## config.mk

```make
export PLATFORM = sky130hd
export DESIGN_NAME = conv_mac_sequencer
export DESIGN_NICKNAME = d
export VERILOG_FILES = /design/src/rtl/conv_mac_sequencer.sv
export SDC_FILE = /design/constraint.sdc
export NUM_CORES = 1
export LEC_CHECK = 0
export CORE_MARGIN = 4
export CORE_UTILIZATION = 34
export DETAILED_ROUTE_END_ITERATION = 16
export HOLD_SLACK_MARGIN = 0.06
export MAX_ROUTING_LAYER = met4
export PLACE_DENSITY = 0.59
export SYNTH_ARGS = -nofsm -noshare
export SYNTH_HDL_FRONTEND = slang
export SYNTH_SLANG_ARGS = --single-unit
```

## constraint.sdc

```tcl
create_clock -name clk -period 3.3 [get_ports clk]
set_input_delay 0.33 -clock clk [delete_from_list [all_inputs] [get_ports clk]]
set_output_delay 0.33 -clock clk [all_outputs]
set_load 0.05 [all_outputs]
```

## src/rtl/conv_mac_sequencer.sv

```systemverilog
// conv_mac_sequencer
// Control FSM for the convolution Z[i] = sum_j X[i-j]*Y[j], i = 0 .. sizeX+sizeY-2.
// Drives the X/Y read addresses, the MAC clear/enable pair and the Z write strobe.
// All outputs are registered, so each output value belongs to the state being entered.
// Build macro CONV_SEQ_TAP_SKIP_EN: sweep only the valid j window of each output
// instead of the full 0..sizeY-1 sweep with invalid taps gated off.
module conv_mac_sequencer #(
    parameter int ADDR_WIDTH_X = 5,
    parameter int ADDR_WIDTH_Y = 5,
    parameter int ADDR_WIDTH_Z = 6
) (
    input  logic                    clk,
    input  logic                    rst_a,
    input  logic                    start,
    input  logic [ADDR_WIDTH_X-1:0] sizeX,
    input  logic [ADDR_WIDTH_Y-1:0] sizeY,
    output logic [ADDR_WIDTH_X-1:0] memX_addr,
    output logic [ADDR_WIDTH_Y-1:0] memY_addr,
    output logic                    mac_clear,
    output logic                    mac_en,
    output logic                    writeZ,
    output logic [ADDR_WIDTH_Z-1:0] memZ_addr,
    output logic                    busy,
    output logic                    done
);
    // k = i - j needs one sign bit above the Z address range
    localparam int KW = ADDR_WIDTH_Z + 1;
    localparam logic [KW-1:0]           ONE_K = KW'(1);
    localparam logic [KW-1:0]           TWO_K = KW'(2);
    localparam logic [ADDR_WIDTH_Y-1:0] ONE_Y = ADDR_WIDTH_Y'(1);
    localparam logic [ADDR_WIDTH_Z-1:0] ONE_Z = ADDR_WIDTH_Z'(1);

    typedef enum logic [2:0] {
        S_IDLE, S_CLEAR, S_LOOP, S_DRAIN, S_WRITE, S_DONE
    } state_t;

    state_t                  state_q, state_d;
    logic [ADDR_WIDTH_X-1:0] size_x_q, size_x_d;
    logic [ADDR_WIDTH_Y-1:0] size_y_q, size_y_d;
    logic [ADDR_WIDTH_Z-1:0] i_q, i_d;
    logic [ADDR_WIDTH_Y-1:0] j_q, j_d;
    logic                    tap_q, tap_d;      // validity of the tap addressed this cycle
    logic [ADDR_WIDTH_X-1:0] memx_addr_q, memx_addr_d;
    logic [ADDR_WIDTH_Y-1:0] memy_addr_q, memy_addr_d;
    logic [ADDR_WIDTH_Z-1:0] memz_addr_q, memz_addr_d;
    logic mac_clear_q, mac_clear_d, mac_en_q, mac_en_d, write_z_q, write_z_d;
    logic busy_q, busy_d, done_q, done_d;

    logic [ADDR_WIDTH_Y-1:0] j_first, j_last, j_step;
    logic signed [KW-1:0]    k_first, k_step;
    logic                    last_i;

    // Signed X index for tap (i, j); negative means before X[0]
    function automatic logic signed [KW-1:0] tap_index(input logic [ADDR_WIDTH_Z-1:0] ii,
                                                       input logic [ADDR_WIDTH_Y-1:0] jj);
        return signed'(KW'(ii)) - signed'(KW'(jj));
    endfunction

    // A tap is real only when 0 <= k < sizeX; the full-width compare avoids address aliasing
    function automatic logic tap_in_range(input logic signed [KW-1:0] k,
                                          input logic [ADDR_WIDTH_X-1:0] sx);
        return !k[KW-1] && (k < signed'(KW'(sx)));
    endfunction

    // j window of the current output and the taps at its start and at the next step
    always_comb begin
        j_first = '0;
        j_last  = size_y_q - ONE_Y;
`ifdef CONV_SEQ_TAP_SKIP_EN
        if (KW'(i_q) >= KW'(size_x_q))
            j_first = ADDR_WIDTH_Y'(KW'(i_q) - KW'(size_x_q) + ONE_K);
        if (KW'(i_q) < KW'(size_y_q - ONE_Y))
            j_last = ADDR_WIDTH_Y'(i_q);
`endif
        j_step  = j_q + ONE_Y;
        k_first = tap_index(i_q, j_first);
        k_step  = tap_index(i_q, j_step);
        last_i  = (KW'(i_q) == (KW'(size_x_q) + KW'(size_y_q) - TWO_K));
    end

    // Next state, counters and next registered outputs
    always_comb begin
        state_d     = state_q;
        size_x_d    = size_x_q;
        size_y_d    = size_y_q;
        i_d         = i_q;
        j_d         = j_q;
        tap_d       = tap_q;
        memx_addr_d = memx_addr_q;
        memy_addr_d = memy_addr_q;
        memz_addr_d = memz_addr_q;
        mac_clear_d = 1'b0;
        mac_en_d    = 1'b0;
        write_z_d   = 1'b0;
        busy_d      = 1'b0;
        done_d      = 1'b0;
        case (state_q)
            S_IDLE: begin
                if (start) begin
                    size_x_d = sizeX;
                    size_y_d = sizeY;
                    if ((sizeX == '0) || (sizeY == '0)) begin
                        state_d = S_DONE;
                        done_d  = 1'b1;
                    end else begin
                        state_d     = S_CLEAR;
                        i_d         = '0;
                        mac_clear_d = 1'b1;
                        busy_d      = 1'b1;
                    end
                end
            end
            S_CLEAR: begin
                state_d     = S_LOOP;
                busy_d      = 1'b1;
                j_d         = j_first;
                memy_addr_d = j_first;
                memx_addr_d = k_first[ADDR_WIDTH_X-1:0];
                tap_d       = tap_in_range(k_first, size_x_q);
            end
            S_LOOP: begin
                busy_d   = 1'b1;
                mac_en_d = tap_q;   // read data for this cycle's address arrives next cycle
                if (j_q == j_last) begin
                    state_d = S_DRAIN;
                    tap_d   = 1'b0;
                end else begin
                    j_d         = j_step;
                    memy_addr_d = j_step;
                    memx_addr_d = k_step[ADDR_WIDTH_X-1:0];
                    tap_d       = tap_in_range(k_step, size_x_q);
                end
            end
            S_DRAIN: begin
                state_d     = S_WRITE;
                busy_d      = 1'b1;
                write_z_d   = 1'b1;
                memz_addr_d = i_q;
            end
            S_WRITE: begin
                if (last_i) begin
                    state_d = S_DONE;
                    done_d  = 1'b1;
                end else begin
                    state_d     = S_CLEAR;
                    i_d         = i_q + ONE_Z;
                    mac_clear_d = 1'b1;
                    busy_d      = 1'b1;
                end
            end
            S_DONE: begin
                state_d = S_IDLE;
            end
            default: begin
                state_d = S_IDLE;
            end
        endcase
    end

    // State, counters and output registers; reset aborts any job immediately
    always_ff @(posedge clk or posedge rst_a) begin
        if (rst_a) begin
            state_q     <= S_IDLE;
            size_x_q    <= '0;
            size_y_q    <= '0;
            i_q         <= '0;
            j_q         <= '0;
            tap_q       <= 1'b0;
            memx_addr_q <= '0;
            memy_addr_q <= '0;
            memz_addr_q <= '0;
            mac_clear_q <= 1'b0;
            mac_en_q    <= 1'b0;
            write_z_q   <= 1'b0;
            busy_q      <= 1'b0;
            done_q      <= 1'b0;
        end else begin
            state_q     <= state_d;
            size_x_q    <= size_x_d;
            size_y_q    <= size_y_d;
            i_q         <= i_d;
            j_q         <= j_d;
            tap_q       <= tap_d;
            memx_addr_q <= memx_addr_d;
            memy_addr_q <= memy_addr_d;
            memz_addr_q <= memz_addr_d;
            mac_clear_q <= mac_clear_d;
            mac_en_q    <= mac_en_d;
            write_z_q   <= write_z_d;
            busy_q      <= busy_d;
            done_q      <= done_d;
        end
    end

    assign memX_addr = memx_addr_q;
    assign memY_addr = memy_addr_q;
    assign memZ_addr = memz_addr_q;
    assign mac_clear = mac_clear_q;
    assign mac_en    = mac_en_q;
    assign writeZ    = write_z_q;
    assign busy      = busy_q;
    assign done      = done_q;

endmodule

```

After elaboration in Yosys (flattened, before gate mapping)
Index checks and enable logic that the tools add are counted.
{"block": "totals", "input_bits": 13, "regBits": 41, "wordCells": 71}
{"block": "classes", "mux": 26, "addsub": 6, "reduce_logical": 13, "order_cmp": 2, "n_eq_ne": 11}
{"cell": "one-hot mux 5 bit (2 select lines)", "n": 2}
{"cell": "2-to-1 mux 6 bit", "n": 3}
{"cell": "one-hot mux 3 bit (5 select lines)", "n": 1}
{"cell": "2-to-1 mux 3 bit", "n": 4}
{"cell": "one-hot mux 6 bit (2 select lines)", "n": 1}
{"cell": "zero test 5 bit", "n": 2}
{"cell": "2-to-1 mux 5 bit", "n": 2}
{"cell": "!= test 2 bit, second input constant", "n": 5}
{"cell": "2-to-1 mux 1 bit", "n": 9}
{"cell": "equality test 6 x 7 -> 1 bit", "n": 1}
{"cell": "< comparator 7 x 6 -> 1 bit", "n": 1}
{"cell": "subtractor 6 x 2 -> 7 bit, second input constant", "n": 1}
{"cell": "subtractor 6 x 5 -> 7 bit", "n": 1}
{"cell": "adder 5 x 5 -> 6 bit", "n": 1}
{"cell": "adder 6 x 1 -> 6 bit, second input constant", "n": 1}
{"cell": "equality test 3 x 2 -> 1 bit, second input constant", "n": 2}
{"cell": "< comparator 6 x 5 -> 1 bit", "n": 1}
{"cell": "one-hot mux 1 bit (2 select lines)", "n": 3}
{"cell": "AND reduction 2 bit", "n": 3}
{"cell": "adder 5 x 1 -> 5 bit, second input constant", "n": 1}
{"cell": "equality test 5 bit", "n": 1}
{"cell": "subtractor 5 x 1 -> 5 bit, second input constant", "n": 1}
{"cell": "AND reduction 4 bit", "n": 1}
{"cell": "nonzero test 2 bit", "n": 2}
{"cell": "other kinds (8)", "n": 8}

Longest topological paths before layout
{"block": "logic_depth", "word_depth": 6, "ltp_mapped": 14, "ltp_nobuf": 14}

Least setup slack after synthesis
OpenSTA, ideal clock, no wires.
{"block": "synth_timing", "kind": "reg-to-reg", "from": "reg, netlist name memY_addr[0]", "to": "reg tap_q", "t_arrival_ns": 3.009, "path_stages_with_launch": 14, "setup_slack_ns": 0.225, "t_required_ns": 3.234, "setup_time_ns": 0.066, "cell_sequence": "dfrtp_1 -> ha_1 -> nand2b_1 -> and2_1 -> ha_1 -> o21ai_0 -> a21oi_1 -> nor2_1 -> ha_1 -> o21ai_0 -> a21oi_1 -> or3_1 -> a211oi_1 -> a221o_1"}
{"element": "end signal: assignment", "line_no": "183", "source": "tap_q <= tap_d;"}
{"element": "end: declaration", "line_no": "42", "source": "logic tap_q, tap_d;"}

Worst setup path after layout
{"block": "layout_timing", "from": "reg size_y_q[1]", "to": "reg i_q[0]"}
{"block": "layout_between", "elab_chain_cells": 5}
{"element": "start: declaration", "line_no": "39", "source": "logic [ADDR_WIDTH_Y-1:0] size_y_q, size_y_d;"}
{"element": "start signal: assignment", "line_no": "180", "source": "size_y_q <= size_y_d;"}
{"element": "adder 5 x 5 -> 6 bit", "line_no": "78", "source": "last_i = (KW'(i_q) == (KW'(size_x_q) + KW'(size_y_q) - TWO_K));"}
{"element": "subtractor 6 x 2 -> 7 bit", "line_no": "78"}
{"element": "equality test 6 x 7 -> 1 bit", "line_no": "78"}
{"element": "!= test 2 bit (no source line)"}
{"element": "AND reduction 4 bit (no source line)"}
{"element": "end signal: assignment", "line_no": "181", "source": "i_q <= i_d;"}
{"element": "end: declaration", "line_no": "40", "source": "logic [ADDR_WIDTH_Z-1:0] i_q, i_d;"}
No other way between the ends.
A chain may end at the register's enable or synchronous reset.

==> out/results.md <==
| Step | Parameter | Value |
|:---|:---|:---|
| die | Floorplan die width | 97.0 µm |
| drt | Remaining design rule violation count | 0 |
| place | Cell area after placement | 3230 µm² |
| drt | Wirelength per Cell | 14.7 µm |
| timing | RSZ-0062 raised after global routing | no |
| synth | Instance count of the mapped netlist | 288 |
| die | Die height | 97.0 µm |
| finish | NumNets Final | 375 |
| worst setup path | Startpoint type of the worst setup path | flip-flop |
| finish | Post-route insts no fill | 438 |
| place | Half-perimeter wire length after placement | 4980 µm |
| synth | Distinct cell type count after synthesis | 47 |
| drt | Sum of met2 wire segment lengths after detailed routing | 2970 µm |
| cts | Hold Buf Count CTS | 0 |
| timing | Slew Viols, Final | 0 |
| synth | EDFF count, synth | 0 |
| drt | DRC marker count from the first detailed-route iteration | 53 |
| finish | Proportion of layout cells with a drive suffix above 1 | 12.5% |
| place | Count of buffers inserted at the top-level ports | 33 |
| min path | Start point of the worst hold path | memZ_addr[0] |
| finish | Commonest cells after routing, fill and taps aside | 41 x sky130_fd_sc_hd__dfrtp_1, 33 x sky130_fd_sc_hd__clkdlybuf4s50_1, 32 x sky130_fd_sc_hd__inv_1 |
| power | Leakage component of the power | 1.56 nW |
| worst setup path | Register-to-register setup slack | 0.28 ns |
| min path | Min-Delay Path Class | reg2reg |
| synth | Netlist Area Pre-Place | 2700 µm² |
| cts | Clock insertion delay at the later pin of the skew report | 0.29 ns |
| synth | YS warnings | 0 |
| synth | Mean post-synth cell area | 9.36 µm² |
| timing | Period minus WS final | 3.02 ns |
| worst setup path | Critical Path Sink Type | flip-flop |
| worst setup path | Signal arrival time at the worst endpoint | 3.21 ns |
| min path | Worst Hold Depth | 2 |
| run | Maximum capacitance violations | 0 |
| drt | Vias after detailed routing | 2211 |
| worst setup path | Length in cells of the worst reg-to-reg path | 13 |
| synth | Ys async rst share | 100% |
| power | VDD IR-drop max | 0.304 mV |
| cts | Root buffer cell | sky130_fd_sc_hd__clkbuf_8 |
| worst setup path | Start-to-end type of the worst setup path | reg2reg |
| synth | Number of storage elements in the synthesis netlist | 41 |
| synth | Synthesized net count | 328 |
| cts | Setup Fix Bufs, Post-CTS | 0 |
| drt | Antenna viol nets, final | 0 |
| worst setup path | Beginning of the worst register-to-register path | size_y_q[1] |
| timing | Final-layout setup total negative slack | 0 ns |
| cts | Number of clock sinks | 41 |
| global routing | Total gr overflow | 0 |
| timing | Number of endpoints failing setup at the final stage | 0 |
| die | Number of top-level pins | 34 |
| finish | ANT cells | 0 |
| finish | Most common cell after layout, fill and taps aside | sky130_fd_sc_hd__dfrtp_1 |
| global routing | Via count of the first global-routing pass | 2282 |
| min path | Worst Hold End | memZ_addr[0] |
| die | Total number of placement rows | 32 |
| die | Initial Utilization | 34.9% |
| finish | Final standard cell area without fillers | 3330 µm² |
| synth | Post-synthesis sequential area ratio | 38.1% |
| timing | Final cycle utilization of the critical path | 91.6% |
| cts | Cts bufs inserted | 5 |
| timing | Final hold viol count | 0 |
| global routing | First-pass GRT wire length | 11400 µm |
| worst setup path | Critical path peak fanout | 11 |
| die | Standard cell core area | 7730 µm² |
| global routing | Maximum number of pins on one net before global-route repair | 23 |
| place | Routability-driven placement congestion ratio | 0.835 |
| die | Area of the die | 9410 µm² |
| timing | Worst slew margin relative to its limit | 43.4% |
| cts | Number of H-tree levels | 2 |
| timing | Upper clock frequency limit | 331 MHz |
| timing | Actual transition at the worst max-transition pin | 0.848 ns |
| synth | Primary FF master, synth | sky130_fd_sc_hd__dfrtp_1 |
| drt | Amount of wire on met3 after detailed routing | 196 µm |
| finish | Post-route core utilization | 43.1% |
| cts | Clock edge transition at the registers on the reported setup and hold paths | 0.08 ns |
| drt | Via/cell ratio | 5.05 |
| finish | Area overhead of the layout relative to synthesis | 23.4% |
| timing | Setup Skew | 0.0101 ns |
| drt | Highest routed metal layer | met4 |
| global routing | Total global-route track usage | 15.3% |
| cts | CTS tree | done |
| place | Placed instance count | 430 |
| drt | Number of iterations in the first detailed-routing pass | 4 |
| worst setup path | Crit path required time | 3.48 ns |
| global routing | Number of antenna violations at the first check in global routing | 0 |
| drt | Met1 routed wirelength after detailed routing | 3220 µm |
| power | Total power density per cell area | 992 nW/µm² |
| worst setup path | Worst reg2reg path endpoint | i_q[0] |
| cts | Buffer levels on the longest clock path | 2 |
| drt | Detailed-route wire length | 6440 µm |
| status | Outcome | finished clean |
| cts | Number of resized instances in the post-cts repair step | 0 |
[critical path: stages (launching register included)]
cell and delay [ns]:
sky130_fd_sc_hd__dfrtp_1 0.39, sky130_fd_sc_hd__inv_1 0.10, sky130_fd_sc_hd__ha_1 0.23, sky130_fd_sc_hd__inv_1 0.06
sky130_fd_sc_hd__ha_1 0.18, sky130_fd_sc_hd__inv_1 0.07, sky130_fd_sc_hd__fa_1 0.50, sky130_fd_sc_hd__xor2_1 0.15
sky130_fd_sc_hd__nand2_1 0.07, sky130_fd_sc_hd__or4_4 0.49, sky130_fd_sc_hd__o311ai_2 0.29, sky130_fd_sc_hd__buf_4 0.21
sky130_fd_sc_hd__or3_1 0.13, sky130_fd_sc_hd__o21ai_2 0.05
[cells in the mapped netlist (4+ instances only)]
cell type                  number  area, µm²
sky130_fd_sc_hd__xnor2_1        6       52.6
sky130_fd_sc_hd__clkbuf_1       4       15.0
sky130_fd_sc_hd__nor2b_1        4       25.0
sky130_fd_sc_hd__nand2b_1       9       56.3
sky130_fd_sc_hd__nor3_1         6       30.0
sky130_fd_sc_hd__mux2i_1        4       40.0
sky130_fd_sc_hd__o21ai_1        6       30.0
sky130_fd_sc_hd__o21ai_0       22        110
sky130_fd_sc_hd__mux2_2         9        101
sky130_fd_sc_hd__nor2_1        14       52.6
sky130_fd_sc_hd__xor2_1         9       78.8
sky130_fd_sc_hd__ha_1          25        313
sky130_fd_sc_hd__nand3_1       11       55.1
sky130_fd_sc_hd__dfrtp_1       41       1030
sky130_fd_sc_hd__a21oi_1       13       65.1
sky130_fd_sc_hd__inv_1         32        120
sky130_fd_sc_hd__nand2_1       22       82.6
sky130_fd_sc_hd__a21o_1         4       30.0
[registers in the layout (all words and copies together) (netlist names)]
name       cells
i_q            6
size_y_q       5
memY_addr      5
memZ_addr      6
tap_q          1
mac_clear      1
state_q        3
done           1
memX_addr      5
mac_en         1
busy           1
size_x_q       5
writeZ         1
[worst max-delay path by stage]
stage                       from  endpoint  slack (ns)  cells after the start
floorplan           memY_addr[0]     tap_q        0.22                     13
global placement     size_y_q[1]    i_q[0]        0.34                     13
detailed placement  memY_addr[0]     tap_q        0.28                     13
CTS                 memY_addr[0]     tap_q        0.27                     13
global route        memY_addr[0]     tap_q        0.07                     13
finish               size_y_q[1]    i_q[0]        0.28                     13
[cells by family after synthesis]
logic type / Yosys count / share of synthesized area, %
xor+xnor: 15 / 4.87
buf+inv: 39 / 5.76
flops: 41 / 38.1
simple gates: 88 / 17.6
fa+ha+maj: 27 / 13.1
compound gates: 63 / 14.5
mux: 15 / 6.08
[metal layers]
layer	vias up	GRT usage [%]
li1	1087	-
met1	1086	21.0
met2	32	23.7
met3	6	2.81
met4	0	3.13
met5	-	-
[through the flow]
stage | worst slack (ns) | power [mW] | hold WS, ns
3_3_place_gp | 0.342 | 2.92 | 0.472
6_report | 0.279 | 3.30 | 0.489
3_5_place_dp | 0.284 | 2.95 | 0.475
2_1_floorplan | 0.225 | 2.41 | 0.447
5_1_grt | 0.0695 | 3.67 | 0.520
4_1_cts | 0.266 | 3.34 | 0.492
[final cells by class]
| class | count | area (µm²) |
|---|---|---|
| timing repair buffer | 46 | 428 |
| sequential | 41 | 1030 |
| inverter | 33 | 124 |
| clock inverter | 1 | 5.00 |
| fill | 774 | 4400 |
| clock buffer | 7 | 96.3 |
| tap | 102 | 128 |
| multi-input combinational | 208 | 1520 |
[power breakdown]
part | switching (mW) | internal, mW
clock network | 0.181 | 0.189
registers | 0.151 | 0.656
logic | 1.22 | 0.905
Power figures use the tool's default switching activity.
